<file path="src/rtl/mem_stage_lsu_pkg.sv">
// Shared encodings for the memory-stage load/store unit:
// funct3 access codes, the ResultSrc load code and the FSM state type.
package mem_stage_lsu_pkg;

   localparam logic [2:0] F3_LB  = 3'b000;
   localparam logic [2:0] F3_LH  = 3'b001;
   localparam logic [2:0] F3_LW  = 3'b010;
   localparam logic [2:0] F3_LBU = 3'b100;
   localparam logic [2:0] F3_LHU = 3'b101;

   localparam logic [2:0] F3_SB  = 3'b000;
   localparam logic [2:0] F3_SH  = 3'b001;
   localparam logic [2:0] F3_SW  = 3'b010;

   localparam logic [1:0] RS_LOAD = 2'b01;

   typedef enum logic {
      IDLE,
      WAIT
   } lsu_state_t;

endpackage

</file>
<file path="src/rtl/mem_stage_lsu_align.sv">
// lsu_align: combinational store lane steering / byte enables and
// load byte/half extract with sign or zero extension.
// Ports: funct3, addr_lo, store, wdata, rdata in; be, wdata_lane, rdata_ext out.
module lsu_align
   import mem_stage_lsu_pkg::*;
(
   input  logic [2:0]  funct3,
   input  logic [1:0]  addr_lo,
   input  logic        store,
   input  logic [31:0] wdata,
   input  logic [31:0] rdata,
   output logic [3:0]  be,
   output logic [31:0] wdata_lane,
   output logic [31:0] rdata_ext
);

   logic [31:0] sh;

   // Replicating the store data lets the byte enables pick the lane.
   always_comb begin
      be         = 4'b1111;
      wdata_lane = wdata;
      if (store) begin
         case (funct3[1:0])
            2'b00: begin
               be         = 4'b0001 << addr_lo;
               wdata_lane = {4{wdata[7:0]}};
            end
            2'b01: begin
               be         = 4'b0011 << addr_lo;
               wdata_lane = {2{wdata[15:0]}};
            end
            default: ;
         endcase
      end
   end

   // Align the addressed byte/half down to bit 0 before extending.
   assign sh = rdata >> {addr_lo, 3'b000};

   always_comb begin
      rdata_ext = rdata;
      unique case (1'b1)
         (funct3 == F3_LB):  rdata_ext = {{24{sh[7]}}, sh[7:0]};
         (funct3 == F3_LH):  rdata_ext = {{16{sh[15]}}, sh[15:0]};
         (funct3 == F3_LBU): rdata_ext = {24'h0, sh[7:0]};
         (funct3 == F3_LHU): rdata_ext = {16'h0, sh[15:0]};
         default:            rdata_ext = rdata;
      endcase
   end

endmodule

</file>
<file path="src/rtl/mem_stage_lsu.sv">
// mem_stage_lsu: memory stage with req/ack data-memory handshake,
// timeout abort, misalignment drop, stall generation and MEM/WB register.
// Ports: EX/MEM ...M inputs, mem_* bus, StallM, pulses, MEM/WB ...W outputs.
module mem_stage_lsu
   import mem_stage_lsu_pkg::*;
#(
   parameter int TIMEOUT = 16,
   parameter int XLEN    = 32
) (
   input  logic            clk,
   input  logic            rst,
   input  logic            RegWriteM,
   input  logic [1:0]      ResultSrcM,
   input  logic            MemWriteM,
   input  logic [2:0]      funct3M,
   input  logic [XLEN-1:0] ALUResultM,
   input  logic [XLEN-1:0] WriteDataM,
   input  logic [4:0]      RdM,
   input  logic [XLEN-1:0] PCPlus4M,
   output logic            mem_req,
   output logic            mem_we,
   output logic [XLEN-1:0] mem_addr,
   output logic [3:0]      mem_be,
   output logic [XLEN-1:0] mem_wdata,
   input  logic [XLEN-1:0] mem_rdata,
   input  logic            mem_ack,
   output logic            StallM,
   output logic            misaligned,
   output logic            bus_error,
   output logic            RegWriteW,
   output logic [1:0]      ResultSrcW,
   output logic [4:0]      RdW,
   output logic [XLEN-1:0] ALUResultW,
   output logic [XLEN-1:0] ReadDataW,
   output logic [XLEN-1:0] PCPlus4W
);

   localparam int CW = $clog2(TIMEOUT + 1);

   lsu_state_t      state;
   logic [CW-1:0]   cnt;
   logic            load;
   logic            store;
   logic            access;
   logic            mis;
   logic            timeout_hit;
   logic            done;
   logic [XLEN-1:0] rdata_ext;

   assign load   = (ResultSrcM == RS_LOAD);
   assign store  = MemWriteM;
   assign access = load | store;

   assign mis = access &
      (((funct3M[1:0] == 2'b01) & ALUResultM[0]) |
       ((funct3M[1:0] == 2'b10) & (ALUResultM[1:0] != 2'b00)));

   // Gated by rst so an abandoned access drops off the bus at once.
   assign mem_req = rst &
      (((state == IDLE) & access & ~mis) | (state == WAIT));

   assign timeout_hit = (state == WAIT) & ~mem_ack &
                        (cnt == CW'(TIMEOUT - 1));

   assign done     = mem_req & mem_ack;
   assign StallM   = mem_req & ~mem_ack & ~timeout_hit;
   assign mem_we   = store;
   assign mem_addr = {ALUResultM[XLEN-1:2], 2'b00};

   lsu_align u_align (
      .funct3     (funct3M),
      .addr_lo    (ALUResultM[1:0]),
      .store      (store),
      .wdata      (WriteDataM),
      .rdata      (mem_rdata),
      .be         (mem_be),
      .wdata_lane (mem_wdata),
      .rdata_ext  (rdata_ext)
   );

   always_ff @(posedge clk or negedge rst) begin
      if (!rst) begin
         state <= IDLE;
         cnt   <= '0;
      end else begin
         unique case (state)
            IDLE: begin
               if (mem_req & ~mem_ack) begin
                  state <= WAIT;
                  cnt   <= CW'(1);
               end
            end
            WAIT: begin
               if (mem_ack | timeout_hit) begin
                  state <= IDLE;
                  cnt   <= '0;
               end else begin
                  cnt <= cnt + CW'(1);
               end
            end
            default: state <= IDLE;
         endcase
      end
   end

   always_ff @(posedge clk or negedge rst) begin
      if (!rst) begin
         RegWriteW  <= 1'b0;
         ResultSrcW <= '0;
         RdW        <= '0;
         ALUResultW <= '0;
         ReadDataW  <= '0;
         PCPlus4W   <= '0;
         misaligned <= 1'b0;
         bus_error  <= 1'b0;
      end else begin
         misaligned <= mis;
         bus_error  <= timeout_hit;
         if (!access || done) begin
            RegWriteW  <= RegWriteM;
            ResultSrcW <= ResultSrcM;
            RdW        <= RdM;
            ALUResultW <= ALUResultM;
            PCPlus4W   <= PCPlus4M;
            if (done && load)
               ReadDataW <= rdata_ext;
         end else begin
            // Stall, timeout or misaligned drop: bubble, hold the rest.
            RegWriteW <= 1'b0;
         end
      end
   end

endmodule

</file>
<file path="config.mk">
export PLATFORM = sky130hd
export DESIGN_NAME = mem_stage_lsu
export DESIGN_NICKNAME = d
export VERILOG_FILES = /design/src/rtl/mem_stage_lsu_pkg.sv /design/src/rtl/mem_stage_lsu_align.sv /design/src/rtl/mem_stage_lsu.sv
export SDC_FILE = /design/constraint.sdc
export NUM_CORES = 1
export LEC_CHECK = 0
export CAP_MARGIN = 20
export CORE_MARGIN = 4
export CORE_UTILIZATION = 42
export DETAILED_ROUTE_END_ITERATION = 6
export MAX_ROUTING_LAYER = met4
export PLACE_DENSITY_LB_ADDON = 0.05
export SLEW_MARGIN = 20
export SYNTH_ARGS = -nofsm -noshare
export SYNTH_HDL_FRONTEND = slang
export SYNTH_SLANG_ARGS = --single-unit
</file>
<file path="constraint.sdc">
create_clock -name clk -period 5.9 [get_ports clk]
set_clock_uncertainty 0.15 [all_clocks]
set_input_delay 1.475 -clock clk [delete_from_list [all_inputs] [get_ports clk]]
set_output_delay 1.475 -clock clk [all_outputs]
set_load 0.01 [all_outputs]
</file>
# [Word-level counts from Yosys, hierarchy flattened]
# Index checks and enable logic that the tools add are counted.
[word_totals] regBits=112 inputBits=143 out_inout_bits=177
[op_classes] add_sub_neg=1 n_eq_ne=8 shift=3 muxes=12 n_bitwise=19 n_reduce_logical=7
[op_table] operator="32-bit case mux with 4 select lines" count=1
[op_table] operator="32-bit case mux with 2 select lines" count=1
[op_table] operator="32-bit 2-to-1 mux" count=1
[op_table] operator="32-bit by 5-bit right shift with 16-bit output" count=1
[op_table] operator="1-bit AND" count=11
[op_table] operator="5-bit 2-to-1 mux" count=2
[op_table] operator="5-bit case mux with 2 select lines" count=1
[op_table] operator="4-bit case mux with 2 select lines" count=1
[op_table] operator="3-bit equality test, second input constant" count=2
[op_table] operator="5-bit by 1-bit adder with 5-bit output, second input constant" count=1
[op_table] operator="5-bit by 4-bit equality test with 1-bit output, second input constant" count=1
[op_table] operator="2-bit by 1-bit equality test with 1-bit output, second input constant" count=2
[op_table] operator="4-bit 2-to-1 mux" count=1
[op_table] operator="1-bit inverter" count=4
[op_table] operator="1-bit bitwise OR" count=4
[op_table] operator="1-bit by 2-bit left shift with 4-bit output, first input constant" count=1
[op_table] operator="2-bit by 2-bit left shift with 4-bit output, first input constant" count=1
[op_table] operator="3-bit by 1-bit equality test with 1-bit output, second input constant" count=1
[op_table] operator="3-bit logical NOT" count=1
[op_table] operator="1-bit 2-to-1 mux" count=3
[op_table] operator="2-bit equality test, second input constant" count=1
[op_table] operator="2-bit logical NOT" count=1
[op_table] operator="2-bit by 1-bit != test with 1-bit output, second input constant" count=1
[op_table] operator="1-bit case mux with 2 select lines" count=1
[op_table] operator="other kinds (5)" count=5

# [Longest topological paths before layout]
# Gate-level depths: netlist of the first run.
[depth] depth_word=11 depth_mapped=7

# [Modules after synthesis]
# Synthesis of the first run repeated with hierarchy kept, for this count alone.
[hier_totals] hier_cells=522 area_unflattened_um2=5843.1
[modules_own_cells] mod="mem_stage_lsu" n_inst=1 cells_each=307 area_each_um2=4624.4 seq_area_each_um2=2802.7
[modules_own_cells] mod="lsu_align" n_inst=1 cells_each=215 area_each_um2=1218.7 seq_area_each_um2=0.0

# [Worst setup path before layout of the first run]
# OpenSTA, ideal clock, no wires.
[synth_path] path_kind="input to output" from="input ALUResultM[0]" to="output StallM" arrival_time_ns=2.674 required_ns=4.275 setup_slack_ns=1.601 cell_stages=5 n_path_buf=1 cell_sequence="buf_2 -> o21ba_2 -> a221oi_1 -> o21ai_0 -> nor3b_1"
[synth_via] elab_chain_len=10 word_cells_on_any_way=11 classes_between="bitwise: 10; reduce/logical: 1"
[synth_lines] item="from (decl)" line="mem_stage_lsu.sv:16" source="input logic [XLEN-1:0] ALUResultM,"
[synth_lines] item="2-bit nonzero test" line="mem_stage_lsu.sv:56" source="((funct3M[1:0] == 2'b10) & (ALUResultM[1:0] != 2'b00)));"
[synth_lines] item="1-bit AND" line="mem_stage_lsu.sv:56"
[synth_lines] item="1-bit bitwise OR (*)" line="mem_stage_lsu.sv:55" source="(((funct3M[1:0] == 2'b01) & ALUResultM[0]) |"
[synth_lines] item="1-bit AND (*)" line="mem_stage_lsu.sv:54" source="assign mis = access &"
[synth_lines] item="1-bit inverter (*)" line="mem_stage_lsu.sv:60" source="(((state == IDLE) & access & ~mis) | (state == WAIT));"
[synth_lines] item="1-bit AND (*)" line="mem_stage_lsu.sv:60"
[synth_lines] item="1-bit bitwise OR (*)" line="mem_stage_lsu.sv:60"
[synth_lines] item="1-bit AND (*)" line="mem_stage_lsu.sv:59" source="assign mem_req = rst &"
[synth_lines] item="1-bit AND (*) (2 in a row)" line="mem_stage_lsu.sv:66" source="assign StallM = mem_req & ~mem_ack & ~timeout_hit;"
[synth_lines] item="to (decl)" line="mem_stage_lsu.sv:27" source="output logic StallM,"
# Every way passes the cells marked *; elsewhere a longest branch is shown, timed or not.

# [Worst setup path after layout of the first run]
[layout_path] from="input ALUResultM[0]" to="output mem_be[2]"
[layout_via] elab_chain_len=3 word_cells_on_any_way=4 classes_between="shift: 2; mux: 2"
[layout_lines] item="2-bit by 2-bit left shift with 4-bit output or 1-bit by 2-bit left shift with 4-bit output (tied branches)" line="mem_stage_lsu_align.sv:30, mem_stage_lsu_align.sv:26"
[layout_lines] item="4-bit case mux with 2 select lines (*)" line="mem_stage_lsu_align.sv:24" source="case (funct3[1:0])"
[layout_lines] item="4-bit 2-to-1 mux (*)" line="mem_stage_lsu_align.sv:23" source="if (store) begin"
[layout_lines] item="to (decl)" line="mem_stage_lsu.sv:23" source="output logic [3:0] mem_be,"
# Marked as above.

==> metrics.yaml, run 1 <==
power:
  worst_supply_voltage_drop_on_vdd_mv: 0.130
  p_leak_nw: 3.69
  p_per_area_nw_per_um2: 263
clock_network:
  clock_sinks: 112
  cts-buffers-inserted: 9
  clkLatencyLatePin_ps: 350
  ctsRootBufferMaster: "sky130_fd_sc_hd__clkbuf_16"
  gates_resized_cts_repair: 0
  post_cts_buffers: 0
  number_of_hold_repair_buffers_added_at_the_cts_stage: 0
  tritoncts: "yes"
  clock_path_buffers: 2
  htreeDepth: 3
  cts.clk_slew.worst_paths_ps: 70
sta:
  report.final.setup_viol: 0
  postLayoutSetupSlackWorst_ps: 586
  setup_total_negative_slack_ps: 0
  final.hold.worst_slack_ps: 341
  maxSlewHeadroom_pct: 28.2
  final.min_clock_period_ps: 5310
  final-hold-violation-count: 0
  report.final.slew_viol_count: 0
  grt_setup_unrepaired: "no"
  fmaxAchievable_mhz: 188
  tightestPinTransition_ps: 1080
  final.period_utilization_pct: 90.1
worst_hold_path:
  hold_path_startpoint: "ALUResultW[30]"
  whs_path_depth: 1
  min_path_type: "register to register"
  hold_path_end: "ALUResultW[30]"
worst_setup_path:
  worstPathMaxFanout: 24
  critPathMostFrequentCell: "sky130_fd_sc_hd__clkdlybuf4s50_1"
  required_ps: 4280
  rr_startpoint: "state"
  worstSetupPathType: "input port to output pin"
  worst_ep_arrival_time_ps: 3690
  worst_r2r_path_depth: 5
  worst_path_max_delay_cell: "sky130_fd_sc_hd__clkdlybuf4s50_1"
  delay_heaviest_family_cp: "buffers and inverters"
  worstSetupStartpointType: "input port"
  worst-path-buf-inv: 3
  critical_path.cell_chain: "clkdlybuf4s50_1 > buf_4 > nand2b_1 > o21ai_0 > clkdlybuf4s50_1"
  setup.reg_to_reg.worst_slack_ps: 2660
  slowest_delay_ps: 630
  end_kind: "output pin"
  reg2reg_to: "ALUResultW[24]"
placement:
  estimated_wirelength_of_the_detail_placed_design_mm: 14.0
  dpl_worst_slack_ps: 653
  post-place-cells: 923
  portbufs: 317
  gp_congestion: 0.850
floorplan:
  die_area_um2: 15600
  fp.dieH_um: 125
  core_region_area_um2: 13300
  die_w_um: 125
  initial_core_util_pct: 43.1
  floorplan.rows: 42
  io_pins: 320
status:
  outcome: "completed"
synthesis:
  post_synth.cell_area_avg_um2: 11.7
  yosys_cell_types: 44
  post_synth_main_area_contributors: "sky130_fd_sc_hd__dfrtp_1 (49%), sky130_fd_sc_hd__mux2_1 (14%), sky130_fd_sc_hd__buf_4 (5.6%), sky130_fd_sc_hd__mux2i_1 (5.4%), sky130_fd_sc_hd__a31oi_1 (3.8%)"
  postSynthRegisterBits: 112
  postSynthCellCount: 490
  syn-cell-area_um2: 5750
  synth_largest_area_cell: "sky130_fd_sc_hd__dfrtp_1"
  synthDominantCellAreaShare_pct: 48.7
  yosysWarningCount: 0
  post_synthesis_sequential_area_ratio_pct: 48.7
global_route:
  gr-usage-all-layers_pct: 22.2
  global_route_overflow: 0
  grt_pass1_wl_mm: 27.2
  grt_pass1_vias: 4969
  initial_antenna_violation_count: 0
  grt_start_max_net_pins: 56
final_layout:
  final_net_count: 903
  area_used_by_multi_input_combinational_logic_um2: 2400
  layout-drive-gt1-share_pct: 6.96
  fin_cells: 938
  area_growth_from_synthesis_to_layout_pct: 56.9
  fillers: 1071
  insertedDiodeCount: 0
  layout.area.seq_um2: 2800
job:
  maxCapViolations: 0
route:
  drcViolationCount: 0
  num_vias: 4852
  wl_per_cell_um: 18.7
  detail_route.wirelength_mm: 17.5
  drt-initial-drc-count: 236
  detail-route-antenna-nets: 0
  detail_route.first_pass.iterations: 4
  via_per_inst: 5.17
[routing by layer]
layer	wire length, µm	up-vias	track usage (%)
li1	-	2266	-
met1	7040	2330	26.6
met2	8900	234	37.6
met3	1250	22	5.59
met4	325	0	6.06
met5	0	-	-
[placed cells by master (no fill, tap or decap), types with 3 or more instances in the layout]
master,n
sky130_fd_sc_hd__a21oi_1,11
sky130_fd_sc_hd__a2bb2oi_1,7
sky130_fd_sc_hd__a31oi_1,35
sky130_fd_sc_hd__buf_4,13
sky130_fd_sc_hd__clkbuf_16,9
sky130_fd_sc_hd__clkdlybuf4s50_1,316
sky130_fd_sc_hd__dfrtp_1,112
sky130_fd_sc_hd__inv_1,16
sky130_fd_sc_hd__mux2_1,69
sky130_fd_sc_hd__mux2_2,18
sky130_fd_sc_hd__mux2i_1,31
sky130_fd_sc_hd__nand2_1,31
sky130_fd_sc_hd__nor2_1,11
sky130_fd_sc_hd__nor2b_1,3
sky130_fd_sc_hd__o21ai_0,12
sky130_fd_sc_hd__o221ai_1,7
sky130_fd_sc_hd__o22ai_1,8
sky130_fd_sc_hd__o2bb2ai_1,15
[flip-flops by register name, summed over array words and instances (netlist names)]
register	count
bus_error	1
ReadDataW	32
misaligned	1
cnt	5
RegWriteW	1
state	1
ResultSrcW	2
PCPlus4W	32
ALUResultW	32
RdW	5
[cell usage after synthesis, drive strengths merged]
cell / number
mux4: 1
nand2: 31
nand3: 3
a2bb2oi: 7
nand4b: 1
a21o: 1
a41oi: 1
and3b: 1
a22o: 2
nor2b: 3
mux2i: 31
conb: 1
nor3b: 1
mux2: 87
o21ba: 2
o22ai: 8
a31oi: 35
inv: 16
and2: 1
nor3: 1
o211ai: 1
xnor2: 1
ha: 2
clkbuf: 15
o2bb2ai: 15
nand2b: 2
buf: 58
dfrtp: 112
o221ai: 7
o21ai: 14
a221oi: 1
a21oi: 12
o31ai: 2
nor2: 12
and3: 2
[final cells by class]
type | count | area share [%]
timing repair buffer | 329 | 36.1
clock buffer | 10 | 2.54
tap | 176 | 2.44
sequential | 112 | 31.1
clock inverter | 5 | 0.624
inverter | 16 | 0.665
multi-input combinational | 290 | 26.6
[through the flow]
stage | utilization [%] | instance area, µm² | total power, mW
after CTS | 67.6 | 9030 | 2.41
final | 67.6 | 9030 | 2.38
after global placement | 65.5 | 8740 | 1.78
after detailed placement | 65.5 | 8740 | 1.80
after floorplan | - | 5760 | 1.31
after global routing | 67.6 | 9030 | 2.50
[worst max path at each step]
| stage | startpoint | to | slack (ps) | cells after the start |
|---|---|---|---|---|
| 6_report | ALUResultM[0] | mem_be[2] | 590 | 5 |
| 5_1_grt | funct3M[0] | StallM | 450 | 7 |
| 4_1_cts | ALUResultM[0] | mem_be[2] | 630 | 5 |
| 3_5_place_dp | ALUResultM[0] | mem_be[2] | 650 | 5 |
| 3_3_place_gp | ALUResultM[0] | mem_be[2] | 690 | 5 |
| 2_1_floorplan | ALUResultM[0] | StallM | 1600 | 5 |
[power by group]
group / switching (mW) / internal, mW
Clock: 0.270 / 0.327
Sequential: 0.0773 / 0.902
Combinational: 0.330 / 0.470
Total: 0.678 / 1.70
[worst reg2reg max path, cell delays in order, from the launching register on]
cell and delay (ps):
sky130_fd_sc_hd__dfrtp_1 540, sky130_fd_sc_hd__inv_1 270, sky130_fd_sc_hd__a41oi_4 360, sky130_fd_sc_hd__a21oi_4 670, sky130_fd_sc_hd__buf_4 670, sky130_fd_sc_hd__mux2_1 460
[kinds of logic after synthesis]
| logic type | count (synthesis) | synth area share (%) |
|---|---|---|
| muxes | 119 | 22.8 |
| DFF | 112 | 48.7 |
| AOI/OAI and AO/OA | 108 | 13.4 |
| buffers and inverters | 89 | 9.68 |
| and+or+nand+nor | 58 | 4.72 |
| adders and majority gates | 2 | 0.435 |
| other | 1 | 0.0652 |
| xor gates and xnor gates | 1 | 0.152 |
No activity file was read; power rests on OpenSTA's default activity.
==> inputs of run 2 (changes only) <==
--- a/config.mk
+++ b/config.mk
@@ -5,6 +5,7 @@
 export SDC_FILE = /design/constraint.sdc
 export NUM_CORES = 1
 export LEC_CHECK = 0
+export ABC_CLOCK_PERIOD_IN_PS = 5900
 export CAP_MARGIN = 20
 export CORE_MARGIN = 4
 export CORE_UTILIZATION = 42
==> results of run 2 <==
No change in the layout: final DEF, timing and power equal those of run 1.
==> inputs of run 3 (changes only) <==
--- a/config.mk
+++ b/config.mk
@@ -10,6 +10,7 @@
 export CORE_MARGIN = 4
 export CORE_UTILIZATION = 42
 export DETAILED_ROUTE_END_ITERATION = 6
+export GPL_TIMING_DRIVEN = 0
 export MAX_ROUTING_LAYER = met4
 export PLACE_DENSITY_LB_ADDON = 0.05
 export SLEW_MARGIN = 20
==> run 3 against run 2 <==
  * Sequential share of layout area decreased by 1.4 points
  * Sequential cell count unchanged
  * Clock power increased by 3%
  * Final cell count increased by 6.5%
==> metrics.yaml, run 3 (synthesized netlist as in run 1, its figures left out) <==
sta:
  maxSlewHeadroom_pct: 58.2
  fmaxAchievable_mhz: 181
  tightestPinTransition_ps: 628
  final.min_clock_period_ps: 5520
  report.final.setup_viol: 0
  final-hold-violation-count: 0
  setup_total_negative_slack_ps: 0
  grt_setup_unrepaired: "no"
  postLayoutSetupSlackWorst_ps: 380
  report.final.slew_viol_count: 0
  final.period_utilization_pct: 93.6
final_layout:
  insertedDiodeCount: 0
  layout_common_cells: "sky130_fd_sc_hd__clkdlybuf4s50_1 (314), sky130_fd_sc_hd__dfrtp_1 (112), sky130_fd_sc_hd__mux2_1 (69)"
  reg.largest.list: "ALUResultW x32, PCPlus4W x32, ReadDataW x32"
  layout-drive-gt1-share_pct: 12.0
  area_growth_from_synthesis_to_layout_pct: 64.4
  final_net_count: 963
  finalInstanceArea_um2: 9460
  final_common_cell: "sky130_fd_sc_hd__clkdlybuf4s50_1"
power:
  worst_supply_voltage_drop_on_vdd_mv: 0.175
  p_comb_share_pct: 34.4
  power_report.internal_total_mw: 1.74
  p_per_area_nw_per_um2: 257
  seqPwrFrac_pct: 40.3
  p_leak_nw: 3.94
  netSwitchingPower_uw: 689
  p_clk_share_pct: 25.4
  sw_frac_of_total_pct: 28.4
floorplan:
  core_region_area_um2: 13300
  die_area_um2: 15600
  die_w_um: 125
  floorplan.rows: 42
  fp.dieH_um: 125
  initial_core_util_pct: 43.1
  io_pins: 320
route:
  via_per_inst: 5.08
  drcViolationCount: 0
  detail_route.wirelength_mm: 18.1
  detail-route-antenna-nets: 0
  num_vias: 5070
  detail_route.first_pass.iterations: 4
  drt-initial-drc-count: 251
  wl_per_cell_um: 18.1
job:
  maxCapViolations: 0
worst_hold_path:
  hold_path_startpoint: "ALUResultW[13]"
  hold_path_end: "ALUResultW[13]"
  min_path_type: "register to register"
  whs_path_depth: 1
global_route:
  grt_pass1_wl_mm: 28.7
  gr-usage-all-layers_pct: 23.4
  grt_pass1_vias: 5291
  grt_start_max_net_pins: 63
  initial_antenna_violation_count: 0
  global_route_overflow: 0
worst_setup_path:
  rr_startpoint: "state"
  worstSetupStartpointType: "input port"
  worst-path-buf-inv: 4
  worst_ep_arrival_time_ps: 3890
  worstPathMaxFanout: 10
  worstSetupPathType: "input port to output pin"
  worst_r2r_path_depth: 5
  slowest_delay_ps: 630
  critPathMostFrequentCell: "sky130_fd_sc_hd__clkdlybuf4s50_1"
  reg2reg_to: "PCPlus4W[9]"
  worst_path_max_delay_cell: "sky130_fd_sc_hd__clkdlybuf4s50_1"
  delay_heaviest_family_cp: "buffers and inverters"
  critical_path.cell_chain: "clkdlybuf4s50_1 > inv_1 > nand2_1 > clkbuf_1 > nor2_1 > o21ai_0 > clkdlybuf4s50_1"
  end_kind: "output pin"
  setup.reg_to_reg.worst_slack_ps: 3690
  required_ps: 4280
clock_network:
  number_of_hold_repair_buffers_added_at_the_cts_stage: 0
  cts-buffers-inserted: 9
  clock_sinks: 112
  clock_path_buffers: 2
  clkLatencyLatePin_ps: 350
  gates_resized_cts_repair: 0
  ctsRootBufferMaster: "sky130_fd_sc_hd__clkbuf_16"
  htreeDepth: 3
  post_cts_buffers: 0
  tritoncts: "yes"
  cts.clk_slew.worst_paths_ps: 70
status:
  outcome: "completed"
placement:
  estimated_wirelength_of_the_detail_placed_design_mm: 14.7
  dpl_worst_slack_ps: 384
  portbufs: 315
  gp_congestion: 0.862
  dpl_cell_area_um2: 9160
-- run 3: worst max path at each step --
stage / from / endpoint / slack, ps / cells after the start
2_1_floorplan: ALUResultM[0] / StallM / 1600 / 5
3_3_place_gp: rst / StallM / -3340 / 4
3_5_place_dp: funct3M[1] / mem_wdata[21] / 380 / 6
4_1_cts: funct3M[1] / mem_wdata[21] / 390 / 6
5_1_grt: funct3M[1] / mem_wdata[22] / 240 / 6
6_report: funct3M[1] / mem_be[2] / 380 / 7
-- run 3: area by class of cell --
class	instances	area, µm²
multi-input cells	290	2400
flip-flops and latches	112	2800
clock buffers	12	246
inverters	16	60.1
plain buffers	73	497
well taps	176	220
fillers	1008	3890
repair buffers	316	3180
clock inverters	4	51.3
-- run 3: layer usage --
metal	GRT usage (%)	up-vias	routed length [µm]
met4	5.93	0	340
met3	6.44	28	1290
met1	27.1	2413	7130
met2	40.5	234	9370
li1	-	2395	-
met5	-	-	0
-- run 3: power groups by stage --
stage	combinational, mW	clock [mW]	sequential (mW)
finish	0.834	0.616	0.978
floorplan	0.264	0	1.05
CTS	0.847	0.630	0.979
detailed placement	0.843	0	0.993
global placement	0.828	0	0.985
global route	0.891	0.664	0.997
-- run 3: stage by stage --
step / cells / utilization [%] / power, mW / hold WS (ps)
floorplan: 491 / - / 1.31 / 306
global placement: 982 / 68.4 / 1.81 / 322
finish: 999 / 70.8 / 2.43 / 340
global route: 999 / 70.8 / 2.55 / 356
detailed placement: 983 / 68.6 / 1.84 / 330
CTS: 999 / 70.8 / 2.46 / 345
==> RTL edit: new RTL, flow settings as in run 1 <==
The output `bus_error` loses its register stage (`bus_error` becomes a continuous assignment).
--- a/src/rtl/mem_stage_lsu.sv
+++ b/src/rtl/mem_stage_lsu.sv
@@ -112,10 +112,8 @@
          ReadDataW  <= '0;
          PCPlus4W   <= '0;
          misaligned <= 1'b0;
-         bus_error  <= 1'b0;
       end else begin
          misaligned <= mis;
-         bus_error  <= timeout_hit;
          if (!access || done) begin
             RegWriteW  <= RegWriteM;
             ResultSrcW <= ResultSrcM;
@@ -131,5 +129,7 @@
       end
    end
 
+   assign bus_error = timeout_hit;
+
 endmodule
 
Behaviour: no difference found for any inputs over 4 cycles, from zero or initial values and one cycle with rst low; that may be too few to reach the edited logic, so the function may still have changed.
==> RTL edit against run 1 <==
Wire length shrank 0.57%; power shrank 1.6%; setup slack gained 0.071 ns; sequential cell count shrank 1; synthesized area shrank 0.43%; count of clock-buffer cells in the layout is the same; register-to-register slack lost 0.08 ns; combinational power is essentially flat; final area shrank 0.26%.
==> RTL edit: results (changes against run 1) <==
Placement
  • Final GP Congestion: 0.881 (+3.6%)
  • Post-Place Setup Slack: 0.640 ns (-0.0135 ns)
  • Dpl hpwl: 14000 µm (-0.24%)
  • Dpl cells: 920 (-0.33%)
  • Post-DP Area: 8700 µm² (-0.46%)

Finish
  • Final #Nets: 901 (-0.22%)
  • FF+latch area: 2780 µm² (-0.89%)
  • Core Util, Final: 0.677 (+0.000885)
  • Final Cell Area: 9000 µm² (-0.26%)
  • Fillcell total: 1050 (-2.0%)
  • Non-clk bufs: 328 (-0.30%)
  • Layout cells sized above 1: 0.0696 (+0.0000914)
  • Area share of buffers outside the clock network: 0.364 (+0.00234)
  • Multi-input gate share of total cell area: 0.266 (+0.000702)
  • Non-Filler Instances: 937 (-0.11%)
  • Final clock-cell share: 0.0304 (-0.00117)

Clocking
  • CTS Buf Count: 9 (unchanged)
  • Buffer depth of the longest clock path: 2 (unchanged)
  • Clk root buf: clkbuf_16

Synth
  • Synth top area share: 0.485 (-0.00224)
  • Asr flop ratio synth: 1.00 (unchanged)
  • #FFs+latches synth: 111 (-0.89%)
  • Top area cells in the synthesized netlist: dfrtp_1 (48%), mux2_1 (14%), buf_4 (5.6%)
  • Top post-synthesis cells by count: dfrtp_1 (111), mux2_1 (69), buf_4 (43)
  • Post-synthesis sequential area ratio: 0.485 (-0.00224)
  • Synthesized area per cell: 11.7 µm² (-0.23%)

Hold path
  • Type of the most critical hold path: flop to flop
  • Hold wc startpoint: PCPlus4W[0]
  • Hold Crit Endpoint: PCPlus4W[0]

Timing
  • Slew @ Worst Pin: 1.10 ns (+0.0203 ns)
  • Hold slack: 0.340 ns (-0.00153 ns)
  • Tcrit/Tclk final: 0.889 (-0.0121)

Setup path
  • Crit path largest cell delay: 0.68 ns (+0.05 ns)
  • CP Max Fanout: 7 (-71%)
  • Reg2reg setup slack: 2.58 ns (-0.08 ns)
  • Reg-to-reg endpoint: ALUResultW[11]
  • CP arrival: 3.62 ns (-0.07 ns)
  • CP max-delay cell: clkdlybuf4s50_1

Pwr
  • Total power: 0.00234 W (-1.6%)
  • Seq pwr share: 0.415 (+0.003)
  • VDD IR-drop max: 0.135 mV (+4.0%)
  • Internal cell power: 0.00165 W (-2.7%)
  • Pleak: 3.67 nW (-0.67%)
  • Part of the power in the clock network: 0.242 (-0.009)

Detailed routing
  • Post-DR vias/cell: 5.17 (about the same)
  • Initial DRC Count: 279 (+18%)
  • Met3 wire len: 1290 µm (+3.0%)
  • 1st-pass router iterations: 6 (+2)
  • DRT met1 WL: 6650 µm (-5.6%)
  • Metal2 WL: 9110 µm (+2.3%)
  • Total wire length: 17400 µm (-0.57%)

GRT
  • Largest net degree at the start of global routing: 80 (+43%)
  • Met2 Use GR: 0.389 (+0.0132)
  • Antenna violations before repair: 0 (unchanged)
  • Overall global routing resource usage: 0.228 (+0.00513)
  • Vias in the first global route: 5093 (+2.5%)
  • Met1 global-route usage: 0.266 (-0.000644)
  • Global-route wire length before repair: 27800 µm (+1.9%)
  • GR Layer Usage met3: 0.0592 (+0.00331)

Outcome
  • Status: completed
==> RTL edit: cell types whose count changed after synthesis <==
cell / change
dfrtp_1: -1
==> RTL edit: kinds of logic (layout without fill, tap and decap cells) <==
| family | Yosys count | after routing | share of synthesized area |
|---|---|---|---|
| mux | 119 | 119 | 0.229 |
| flops | 111 | 111 | 0.485 |
| compound gates | 108 | 108 | 0.135 |
| buf+inv | 89 | 360 | 0.0972 |
| simple gates | 58 | 58 | 0.0474 |
| fa+ha+maj | 2 | 2 | 0.00437 |
| other cells | 1 | 2 | 0.000655 |
| xor+xnor | 1 | 1 | 0.00153 |
==> RTL edit: how the worst max path moves through the flow <==
stage,depth (start not counted),endpoint,start
4_1_cts,6,StallM,MemWriteM
5_1_grt,6,StallM,MemWriteM
3_3_place_gp,6,StallM,MemWriteM
6_report,6,StallM,MemWriteM
2_1_floorplan,5,StallM,ALUResultM[0]
3_5_place_dp,6,StallM,MemWriteM
